===== src/rtl/seq_alu.sv =====
// Registered WIDTH-bit ALU with multi-cycle shift-add multiply and restoring divide.
// Define ALU_DIV_EN to build the divider; without it op 9 decodes as an illegal op.
`timescale 1ns/1ps
module seq_alu #(
    parameter int WIDTH = 8
) (
    input  logic             clk,
    input  logic             rst,
    input  logic             start,
    input  logic [3:0]       op,
    input  logic [WIDTH-1:0] A,
    input  logic [WIDTH-1:0] B,
    output logic [WIDTH-1:0] F,
    output logic [WIDTH-1:0] HI,
    output logic             CF,
    output logic             OF,
    output logic             ZERO,
    output logic             busy,
    output logic             done,
    output logic [6:0]       LED
);
    localparam int CW = $clog2(WIDTH + 1);
    localparam logic [3:0] OP_ADD = 4'd0, OP_SUB = 4'd1, OP_NOT = 4'd2, OP_AND = 4'd3,
                           OP_OR  = 4'd4, OP_XOR = 4'd5, OP_GT  = 4'd6, OP_EQ  = 4'd7,
                           OP_MUL = 4'd8, OP_DIV = 4'd9;

    typedef enum logic {IDLE, CALC} state_t;

    state_t           state_q;
    logic [WIDTH-1:0] f_q, hi_q;
    logic             cf_q, of_q, zero_q, busy_q, done_q, is_div_q;
    logic [CW-1:0]    cnt_q;
    logic [WIDTH-1:0] wh_q, wl_q, opnd_q;

    logic [WIDTH:0]   add_w, sub_w, mul_sum;
    logic [WIDTH-1:0] sc_f, sc_hi, step_h, step_l;
    logic             sc_cf, sc_of, go_mul, go_div;

    function automatic logic [6:0] seg7(input logic [3:0] v);
        case (v)
            4'h0: seg7 = 7'b1000000;  4'h1: seg7 = 7'b1111001;
            4'h2: seg7 = 7'b0100100;  4'h3: seg7 = 7'b0110000;
            4'h4: seg7 = 7'b0011001;  4'h5: seg7 = 7'b0010010;
            4'h6: seg7 = 7'b0000010;  4'h7: seg7 = 7'b1111000;
            4'h8: seg7 = 7'b0000000;  4'h9: seg7 = 7'b0010000;
            4'hA: seg7 = 7'b0001000;  4'hB: seg7 = 7'b0000011;
            4'hC: seg7 = 7'b1000110;  4'hD: seg7 = 7'b0100001;
            4'hE: seg7 = 7'b0000110;  default: seg7 = 7'b0001110;
        endcase
    endfunction

    // Single-cycle results come straight from the operand ports at the capturing edge
    always_comb begin
        add_w  = {1'b0, A} + {1'b0, B};
        sub_w  = {1'b0, A} - {1'b0, B};
        sc_f   = '0;
        sc_hi  = '0;
        sc_cf  = 1'b0;
        sc_of  = 1'b0;
        go_mul = 1'b0;
        go_div = 1'b0;
        case (op)
            OP_ADD: begin
                sc_f  = add_w[WIDTH-1:0];
                sc_cf = add_w[WIDTH];
                sc_of = (A[WIDTH-1] == B[WIDTH-1]) && (add_w[WIDTH-1] != A[WIDTH-1]);
            end
            OP_SUB: begin
                sc_f  = sub_w[WIDTH-1:0];
                sc_cf = sub_w[WIDTH];
                sc_of = (A[WIDTH-1] != B[WIDTH-1]) && (sub_w[WIDTH-1] != A[WIDTH-1]);
            end
            OP_NOT: sc_f = ~A;
            OP_AND: sc_f = A & B;
            OP_OR:  sc_f = A | B;
            OP_XOR: sc_f = A ^ B;
            OP_GT:  sc_f = {{(WIDTH-1){1'b0}}, ($signed(A) > $signed(B))};
            OP_EQ:  sc_f = {{(WIDTH-1){1'b0}}, (A == B)};
            OP_MUL: go_mul = 1'b1;
`ifdef ALU_DIV_EN
            OP_DIV: begin
                if (B == '0) begin
                    sc_f  = '1;
                    sc_hi = A;
                    sc_of = 1'b1;
                end else begin
                    go_div = 1'b1;
                end
            end
`endif
            default: ;
        endcase
    end

`ifdef ALU_DIV_EN
    logic [WIDTH:0] div_in, div_trial;
`endif

    // wh/wl hold {HI,F} for multiply and {remainder,quotient} for divide
    always_comb begin
        mul_sum = {1'b0, wh_q} + (wl_q[0] ? {1'b0, opnd_q} : {(WIDTH+1){1'b0}});
        step_h  = mul_sum[WIDTH:1];
        step_l  = {mul_sum[0], wl_q[WIDTH-1:1]};
`ifdef ALU_DIV_EN
        div_in    = {wh_q, wl_q[WIDTH-1]};
        div_trial = div_in - {1'b0, opnd_q};
        if (is_div_q) begin
            step_h = div_trial[WIDTH] ? div_in[WIDTH-1:0] : div_trial[WIDTH-1:0];
            step_l = {wl_q[WIDTH-2:0], ~div_trial[WIDTH]};
        end
`endif
    end

    always_ff @(posedge clk) begin
        if (state_q == IDLE) begin
            wh_q   <= '0;
            wl_q   <= go_div ? A : B;
            opnd_q <= go_div ? B : A;
        end else begin
            wh_q   <= step_h;
            wl_q   <= step_l;
        end
    end

    always_ff @(posedge clk or posedge rst) begin
        if (rst) begin
            state_q  <= IDLE;
            f_q      <= '0;
            hi_q     <= '0;
            cf_q     <= 1'b0;
            of_q     <= 1'b0;
            zero_q   <= 1'b0;
            busy_q   <= 1'b0;
            done_q   <= 1'b0;
            is_div_q <= 1'b0;
            cnt_q    <= '0;
        end else begin
            done_q <= 1'b0;
            case (state_q)
                IDLE: begin
                    if (start) begin
                        if (go_mul || go_div) begin
                            state_q  <= CALC;
                            busy_q   <= 1'b1;
                            is_div_q <= go_div;
                            cnt_q    <= CW'(WIDTH);
                        end else begin
                            f_q    <= sc_f;
                            hi_q   <= sc_hi;
                            cf_q   <= sc_cf;
                            of_q   <= sc_of;
                            zero_q <= (sc_f == '0);
                            done_q <= 1'b1;
                        end
                    end
                end
                CALC: begin
                    cnt_q <= cnt_q - CW'(1);
                    if (cnt_q == CW'(1)) begin
                        state_q <= IDLE;
                        busy_q  <= 1'b0;
                        done_q  <= 1'b1;
                        f_q     <= step_l;
                        hi_q    <= step_h;
                        cf_q    <= !is_div_q && (step_h != '0);
                        of_q    <= !is_div_q && (step_h != '0);
                        zero_q  <= (step_l == '0);
                    end
                end
                default: state_q <= IDLE;
            endcase
        end
    end

    assign F    = f_q;
    assign HI   = hi_q;
    assign CF   = cf_q;
    assign OF   = of_q;
    assign ZERO = zero_q;
    assign busy = busy_q;
    assign done = done_q;
    assign LED  = seg7(f_q[3:0]);
endmodule

===== config.mk =====
export PLATFORM = sky130hd
export DESIGN_NAME = seq_alu
export DESIGN_NICKNAME = d
export VERILOG_FILES = /design/src/rtl/seq_alu.sv
export SDC_FILE = /design/constraint.sdc
export NUM_CORES = 1
export LEC_CHECK = 0
export CORE_MARGIN = 4
export CORE_UTILIZATION = 56
export CTS_CLUSTER_DIAMETER = 200
export DETAILED_ROUTE_END_ITERATION = 8
export HOLD_SLACK_MARGIN = 0.03
export PLACE_DENSITY = 0.81
export SYNTH_ARGS = -nofsm -noshare
export SYNTH_HDL_FRONTEND = slang
export SYNTH_SLANG_ARGS = --single-unit
export TNS_END_PERCENT = 50

===== constraint.sdc =====
create_clock -name clk -period 3.1 [get_ports clk]
set_clock_uncertainty 0.2 [all_clocks]
set_input_delay 0.62 -clock clk [delete_from_list [all_inputs] [get_ports clk]]
set_output_delay 0.62 -clock clk [all_outputs]
set_load 0.005 [all_outputs]

* Word-level counts from Yosys, hierarchy flattened
Memory sizes are Yosys's and may differ from the RTL's.
Index checks and enable logic that the tools add are counted.
** Cells by class
- $add $sub $neg :: 4
- Multipliers :: 0
- Divide/modulo/power cells :: 0
- $lt $le $gt $ge :: 1
- Equality and inequality tests :: 18
- Shift operators :: 0
- Muxes and demuxes :: 40
- Bitwise gates (word level) :: 5
- Reduce and logical (&&, ||, !) cells :: 9
** Operator list (number)
- 2-to-1 mux 8 bit :: 8
- one-hot mux 8 bit (8 select lines) :: 1
- one-hot mux 8 bit (2 select lines) :: 2
- adder 8 x 8 -> 9 bit :: 2
- 2-to-1 mux 1 bit :: 18
- == test 4 x 3 -> 1 bit (second input constant) :: 4
- logical NOT 8 bit :: 2
- one-hot mux 1 bit (2 select lines) :: 8
- subtractor 8 x 8 -> 9 bit :: 1
- bitwise AND 8 bit :: 1
- == test 4 x 1 -> 1 bit (second input constant) :: 2
- == test 4 x 2 -> 1 bit (second input constant) :: 2
- == test 8 bit :: 1
- > comparator 8 bit :: 1
- 2-to-1 mux 4 bit :: 2
- NOT 8 bit :: 1
- OR 8 bit :: 1
- one-hot mux 4 bit (2 select lines) :: 1
- nonzero test 8 bit :: 1
- bitwise XOR 8 bit :: 1
- inequality test 2 bit (second input constant) :: 3
- AND reduction 3 bit :: 2
- == test 4 bit (second input constant) :: 1
- logical NOT 4 bit :: 1
- other kinds (7) :: 10
** Word-level totals
- Register bits :: 50
- Bits in latches :: 0
- Memory bits (writable) :: 0
- Bits in read-only memories :: 112
- Input bits :: 23
- Output and inout port bits :: 28
- Memories :: 1
** Memory list
- (no name shown) :: depth 16, bits a word 7, read ports 1, clocked after memory_dff 0, write ports 0, RTL line 40 : case (v)

* Logic depth before layout (Yosys ltp)
Gate-level depths: netlist of the first run.
- Depth after elaboration :: 7
- Gate-level depth with buffers :: 11
- Gate-level depth less buffers :: 11

* Least setup slack after synthesis of the first run
Ideal clock, no wire load.
- Path kind :: input to register
- Start point :: input A[0]
- End point :: register zero_q, in the netlist ZERO
- Library setup time :: 0.066 ns
- Arrival time :: 2.577 ns
- Required time :: 2.834 ns
- Slack :: 0.257 ns
- Stages :: 11
- Buffers on the path :: 0
- Path through :: inv_1 -> ha_1 -> inv_1 -> fa_1 -> nor3b_1 -> nor3_1 -> o21bai_1 -> o311ai_0 -> nand2_1 -> nor4bb_1 -> a221o_1
** Between the ends
- Cells in the longest elaborated chain, start to end :: 6
- Elaborated cells between the ends (all ways) :: 13
** RTL lines
- from (decl) :: RTL line 11 : input logic [WIDTH-1:0] A,
- subtractor 8 x 8 -> 9 bit (tied with other cells) :: RTL line 55 : sub_w = {1'b0, A} - {1'b0, B};
- one-hot mux 8 bit (8 select lines) * :: RTL line 62 : case (op)
- logical NOT 8 bit * :: RTL line 152 : zero_q <= (sc_f == '0);
- 2-to-1 mux 1 bit * :: RTL line 142 : if (go_mul || go_div) begin
- 2-to-1 mux 1 bit * :: RTL line 141 : if (start) begin
- one-hot mux 1 bit (2 select lines) * :: RTL line 139 : case (state_q)
- to (signal assigned) :: RTL line 152
- to (signal assigned) :: RTL line 167 : zero_q <= (step_l == '0);
- to (decl) :: RTL line 31 : logic cf_q, of_q, zero_q, busy_q, done_q, is_div_q;
Mark *: on every way between the ends. The rest lies on a longest branch, timed or not. The select of a mux whose other input is x is not followed.
A chain may end at the register's enable or synchronous reset.

* Final worst setup path of the first run
Same ends and word-level chain as after synthesis.

==> results of run 1 <==
[cell type report]
cell class              instances  share of cell area, %
clock buffers                   8                  1.425
inverters                      32                  2.138
multi-input cells             346                  49.15
flip-flops and latches         50                  21.63
well taps                      96                  2.138
repair buffers                155                  23.52
[logic make-up after synthesis]
| group | count (synthesis) | share of synthesized area (%) |
|---|---|---|
| AND/OR/NAND/NOR | 152 | 21.15 |
| AO/OA/AOI/OAI | 124 | 20.57 |
| buffers and inverters | 54 | 5.639 |
| flip-flops | 50 | 31.02 |
| adder cells (fa/ha/maj) | 45 | 15.00 |
| multiplexers | 15 | 4.390 |
| XOR/XNOR | 10 | 2.243 |
[power groups by stage]
stage          Clock, W  Sequential, W  Combinational, W
2_1_floorplan         0        0.00109           0.00111
3_3_place_gp          0        0.00115           0.00186
3_5_place_dp          0        0.00117           0.00192
4_1_cts        0.000364        0.00116           0.00203
5_1_grt        0.000390        0.00119           0.00241
6_report       0.000359        0.00116           0.00221
[through the flow]
step                setup WS, ps  utilization (%)  total power (W)  setup TNS (ps)  cells
finish                     25.37            82.69         0.003729               0    687
global route              -65.49            82.69         0.003994          -111.1    687
CTS                       -13.44            78.86         0.003551          -24.76    680
detailed placement        -565.3            75.60         0.003090           -3271    667
global placement          -478.2            75.60         0.003013           -2695    667
floorplan                  256.6                -         0.002203               0    450
[repair_timing]
| action | 4_1_cts | 5_1_grt |
|---|---|---|
| pin swaps | 11 | 19 |
| buffers inserted | 5 | 7 |
| endpoints found under the setup margin | 7 | 11 |
| resized for setup | 28 | 49 |
[critical path, cell delays in order]
cell	delay (ps)
dlygate4sd2_1	260
inv_1	90
ha_2	180
inv_1	60
fa_2	390
nor3b_4	180
nor4_2	250
o221ai_1	170
a22o_1	260
nor4_2	240
nor4bb_2	240
a221o_1	170
[flip-flops by register name, indices dropped and copies added (netlist names), 4 cells and up]
register / flops
HI: 8
opnd_q: 8
wl_q: 8
F: 8
wh_q: 8
cnt_q: 4
[per-layer routing]
layer  share of wire (%)  global-route usage (%)  wire, µm
met1                  40                   33.28      4761
met2                  52                   49.85      6139
met3                 5.6                   3.977       664
met4                 2.7                   9.045       318
met5                   0                       0         0
[path summary, 6_finish.rpt]
| check | from | end | slack (ps) | cells past startpoint |
|---|---|---|---|---|
| setup / recovery | A[0] | ZERO | 30 | 12 |
| hold / removal | HI[6] | HI[6] | 280 | 2 |
| setup reg to reg | opnd_q[0] | OF | 130 | 11 |
| hold reg to reg | HI[6] | HI[6] | 280 | 2 |
| max in group asynchronous | rst | F[3] | 1930 | 3 |
| min in group asynchronous | rst | ZERO | 480 | 3 |
[cell usage in the layout (no fill, tap or decap), types with 7 or more instances in the layout]
cell type / Yosys / routed
a21oi_1: 30 / 28
and2_1: 15 / 15
buf_4: 0 / 102
clkdlybuf4s50_1: 0 / 42
dfrtp_1: 26 / 23
dfxtp_1: 16 / 16
edfxtp_1: 8 / 8
ha_1: 42 / 33
inv_1: 30 / 24
mux2_2: 7 / 7
nand2_1: 40 / 40
nor2_1: 31 / 30
nor3_1: 10 / 7
nor3b_1: 12 / 10
o21ai_0: 34 / 33
xnor2_1: 7 / 7
==> impl_metrics.toml, run 1 <==
[outcome]
status = "completed"

[yosys]
avgSynthCellArea_um2 = 8.678
ys_ff_latch = 50
synth_nets = 518
netlist_area_mm2 = 0.003905
synthArstFlopShare_pct = 52.00
synth_top_flop_cell = "dfrtp_1"
synth_cell_types = 64
syn_inst = 450
ys_top_cells_by_area = "dfrtp_1 17%, ha_1 13%, dfxtp_1 8.2%"
yosys.area.top_type = "dfrtp_1"
netlist.area_leader.share_pct = 16.66
yosysMostFrequentCell = "ha_1"
ys_top_cells_by_count = "42 x ha_1, 40 x nand2_1, 34 x o21ai_0"
yosysSeqAreaShare_pct = 31.02
ys_warn_count = 0
synth_edf_count = 8

[layout]
antenna_cells = 0
seq_area_mm2 = 0.001215
drive_gt1_share_pct = 29.61
synthToLayoutAreaGrowth_pct = 43.86
design_area_mm2 = 0.005618
fillers = 414
multi_input_area_mm2 = 0.002761
finalNetCount = 658

[pwr]
p_int_w = 0.002275
switching_power_w = 0.001455
powerDensity_mw_per_mm2 = 663.8
p_clk_share_pct = 9.6
p_leak_nw = 2.528
p_comb_share_pct = 59.4
power_frac_seq_pct = 31.0
peakVddDrop_uv = 278.4
switching_share_pct = 39.01

[timing]
min_period_ps = 3075
slew_headroom_pct = 65.22
setup_violations = 0
max_freq_mhz = 325.2
tightest_slew_ps = 520.6
timing.final.crit_share_pct = 99.18
rsz0062_at_grt = "yes"
hold_viol = 0
holdWs_ps = 275.7
finalMaxSlewViolations = 0

[route]
viasPerCell = 5.745
detail_route.wl_per_cell_um = 17.30
num_vias = 3947
antenna_left = 0
drt_pass1_iterations = 5
drc = 0
drtIter0Drc = 325
wl_mm = 11.89

[job]
cap_viol_max_count = 0

[floorplanning]
row_count = 30
die_area_mm2 = 0.008373
num_io_pins = 51
placeableCoreArea_mm2 = 0.006794
die_h_um = 91.51
initial_core_util_pct = 57.48
die_x_um = 91.51

[cts]
cts.sinks = 50
cts_tree = "built"
hold_buffers = 0
path_clk_slew_ps = 90
clock_latency_ps = 300
cts_inserted_buffers = 5
cts_root_buf = "clkbuf_8"
clockBufferDepth = 2
cts_max_level = 2

[setup_path]
cp_max_fo = 2
worst_setup_path_start_kind = "primary input"
critPathCaptureType = "flip-flop"
criticalPathCategory = "in2reg"
crit_required_ps = 3150
crit_arrival_ps = 3130

[global_routing]
grt_start_max_net_pins = 32
first_global_vias = 3937
antenna_found_initial = 0
grt.total_usage_pct = 27.58
grt_overflow = 0
grt_pass1_wl_mm = 18.65

[min_path]
min_path_type = "reg2reg"

[placed_design]
dpl_cell_area_mm2 = 0.005136
gp_congestion = 0.9790
port_buffers = 50
dpl.hpwl_mm = 8.770
(Power assumes the default switching activity.)
==> inputs of run 2 (changes only) <==
Settings changed: CORE_MARGIN 4 to unset.
==> run 2 against run 1 <==
Against the previous run:
- non-clock buffer count up 1
- fmax up 1.2%
- hold slack about the same
- final cell count down 2.2%
- clock power about the same
- final area down 0.87%
- sequential power about the same
- critical path type unchanged
- critical path depth down 1
- clock-buffer cell count unchanged
- global-route usage up 3.1 points
- critical endpoint unchanged
- worst setup slack better by 37 ps
==> impl_metrics.toml, run 2 (synthesis results as in run 1) <==
[outcome]
status = "completed"

[layout]
fin_cells = 672
finalNetCount = 659
synthToLayoutAreaGrowth_pct = 42.61
layout_commonest_cell = "buf_4"
final_cell_mix = "104 x buf_4, 42 x clkdlybuf4s50_1, 40 x nand2_1"
antenna_cells = 0
design_area_mm2 = 0.005569
drive_gt1_share_pct = 29.56

[global_routing]
first_global_vias = 3791
grt_overflow = 0
grt_start_max_net_pins = 34
antenna_found_initial = 0
grt.total_usage_pct = 30.72
grt_pass1_wl_mm = 17.70

[placed_design]
dp.cells = 652
port_buffers = 50
gp_congestion = 0.9662
dpl_cell_area_mm2 = 0.005124
pre_cts_slack_ps = -567.8
dpl.hpwl_mm = 8.395

[timing]
rsz0062_at_grt = "yes"
setup_violations = 0
setup_ws_ps = 61.94
timing.final.crit_share_pct = 98.00
finalMaxSlewViolations = 0
min_period_ps = 3038
hold_viol = 0
max_freq_mhz = 329.2
slew_headroom_pct = 62.09
tightest_slew_ps = 567.2
holdWs_ps = 275.7

[cts]
clock_latency_ps = 300
clockBufferDepth = 2
hold_buffers = 0
cts.sinks = 50
cts_root_buf = "clkbuf_8"
cts_inserted_buffers = 5
cts_max_level = 2
cts_tree = "built"
path_clk_slew_ps = 90

[floorplanning]
num_io_pins = 51
die_h_um = 85.51
die_x_um = 85.51
initial_core_util_pct = 57.80
die_area_mm2 = 0.007311
row_count = 30
placeableCoreArea_mm2 = 0.006756

[setup_path]
endpoint = "ZERO"
crit_arrival_ps = 3080
rr_worst_depth = 11
critical_path.max_stage_delay_ps = 470
critPathCaptureType = "flip-flop"
crit_required_ps = 3140
cp_max_fo = 5
worst_setup_path_start_kind = "primary input"
reg2reg_to = "OF"
path_buf_inv = 3
cp-startpoint = "A[2]"
path_depth = 11
criticalPathCategory = "in2reg"
rrSetupSlack_ps = 70
rr_startpoint = "wl_q[0]"
critical-path-top-delay-family = "simple AND/OR/NAND/NOR gates"
crit_chain = "clkdlybuf4s50_1 > buf_4 > ha_1 > buf_4 > nor2b_4 > nor3_4 > a221o_1 > a22o_1 > nor4_1 > nor4bb_2 > a221o_1"
slowest_stage = "clkdlybuf4s50_1"

[pwr]
p_int_w = 0.002236
powerDensity_mw_per_mm2 = 654.4
p_leak_nw = 2.515
p_comb_share_pct = 58.4
p_clk_share_pct = 9.8
peakVddDrop_uv = 272.6
power_frac_seq_pct = 31.8
switching_share_pct = 38.65
switching_power_w = 0.001409

[route]
drc = 0
num_vias = 3973
wl_mm = 11.28
wl_met3_um = 701
route.layer.met1.wl_mm = 4.530
viasPerCell = 5.912
detail_route.wl_per_cell_um = 16.78
drtIter0Drc = 338
dr_wl_met2_mm = 5.691
drt_pass1_iterations = 5
antenna_left = 0
routed.top_layer = "met4"

[job]
cap_viol_max_count = 0

[min_path]
min_path_type = "reg2reg"
==> run 2: metrics by stage <==
step	util (%)	power (W)	TNS [ps]
2_1_floorplan	-	0.002203	0
3_3_place_gp	75.83	0.002996	-2760
3_5_place_dp	75.83	0.003074	-3332
4_1_cts	80.06	0.003521	-9.545
5_1_grt	82.43	0.003912	-119.8
6_report	82.43	0.003645	0
==> run 2: worst min-delay path by stage <==
stage | start | endpoint | cells past startpoint
floorplan | wl_q[2] | wl_q[1] | 2
global placement | HI[7] | HI[7] | 2
detailed placement | HI[7] | HI[7] | 2
CTS | HI[7] | HI[7] | 2
global route | HI[7] | HI[7] | 2
finish | HI[7] | HI[7] | 2
==> run 2: what timing repair did <==
item                       4_1_cts  5_1_grt
pin swaps                       14       17
setup endpoints to repair        8       10
buffers inserted                 7        5
resized for setup               35       45
==> run 2: power groups by stage <==
| stage | clock network, W | logic, W | registers, W |
|---|---|---|---|
| after global placement | 0 | 0.00185 | 0.00115 |
| final | 0.000356 | 0.00213 | 0.00116 |
| after global routing | 0.000387 | 0.00234 | 0.00119 |
| after CTS | 0.000357 | 0.00201 | 0.00115 |
| after floorplan | 0 | 0.00111 | 0.00109 |
| after detailed placement | 0 | 0.00191 | 0.00117 |
==> run 2: layout make-up <==
type                            count  area [µm²]
Timing Repair Buffer              156        1310
Tap cell                           80       100.1
Sequential cell                    50        1214
Fill cell                         435        1187
Inverter                           32       122.6
Multi-Input combinational cell    346        2743
Clock buffer                        8       80.08
==> run 2: worst register-to-register path, cell delays in order, from the launching register on <==
cell,delay (ps)
dfxtp_1,320
buf_4,140
and2_1,130
ha_1,350
o21ai_0,260
o21bai_1,130
a2111oi_1,600
o21a_1,240
nor3_2,60
nor4b_4,270
buf_4,160
o21bai_1,70
==> run 2: metal layers <==
layer,vias up,global-route usage (%)
li1,1895,-
met1,1866,36.22
met2,172,56.65
met3,40,4.909
met4,0,10.30
met5,-,0
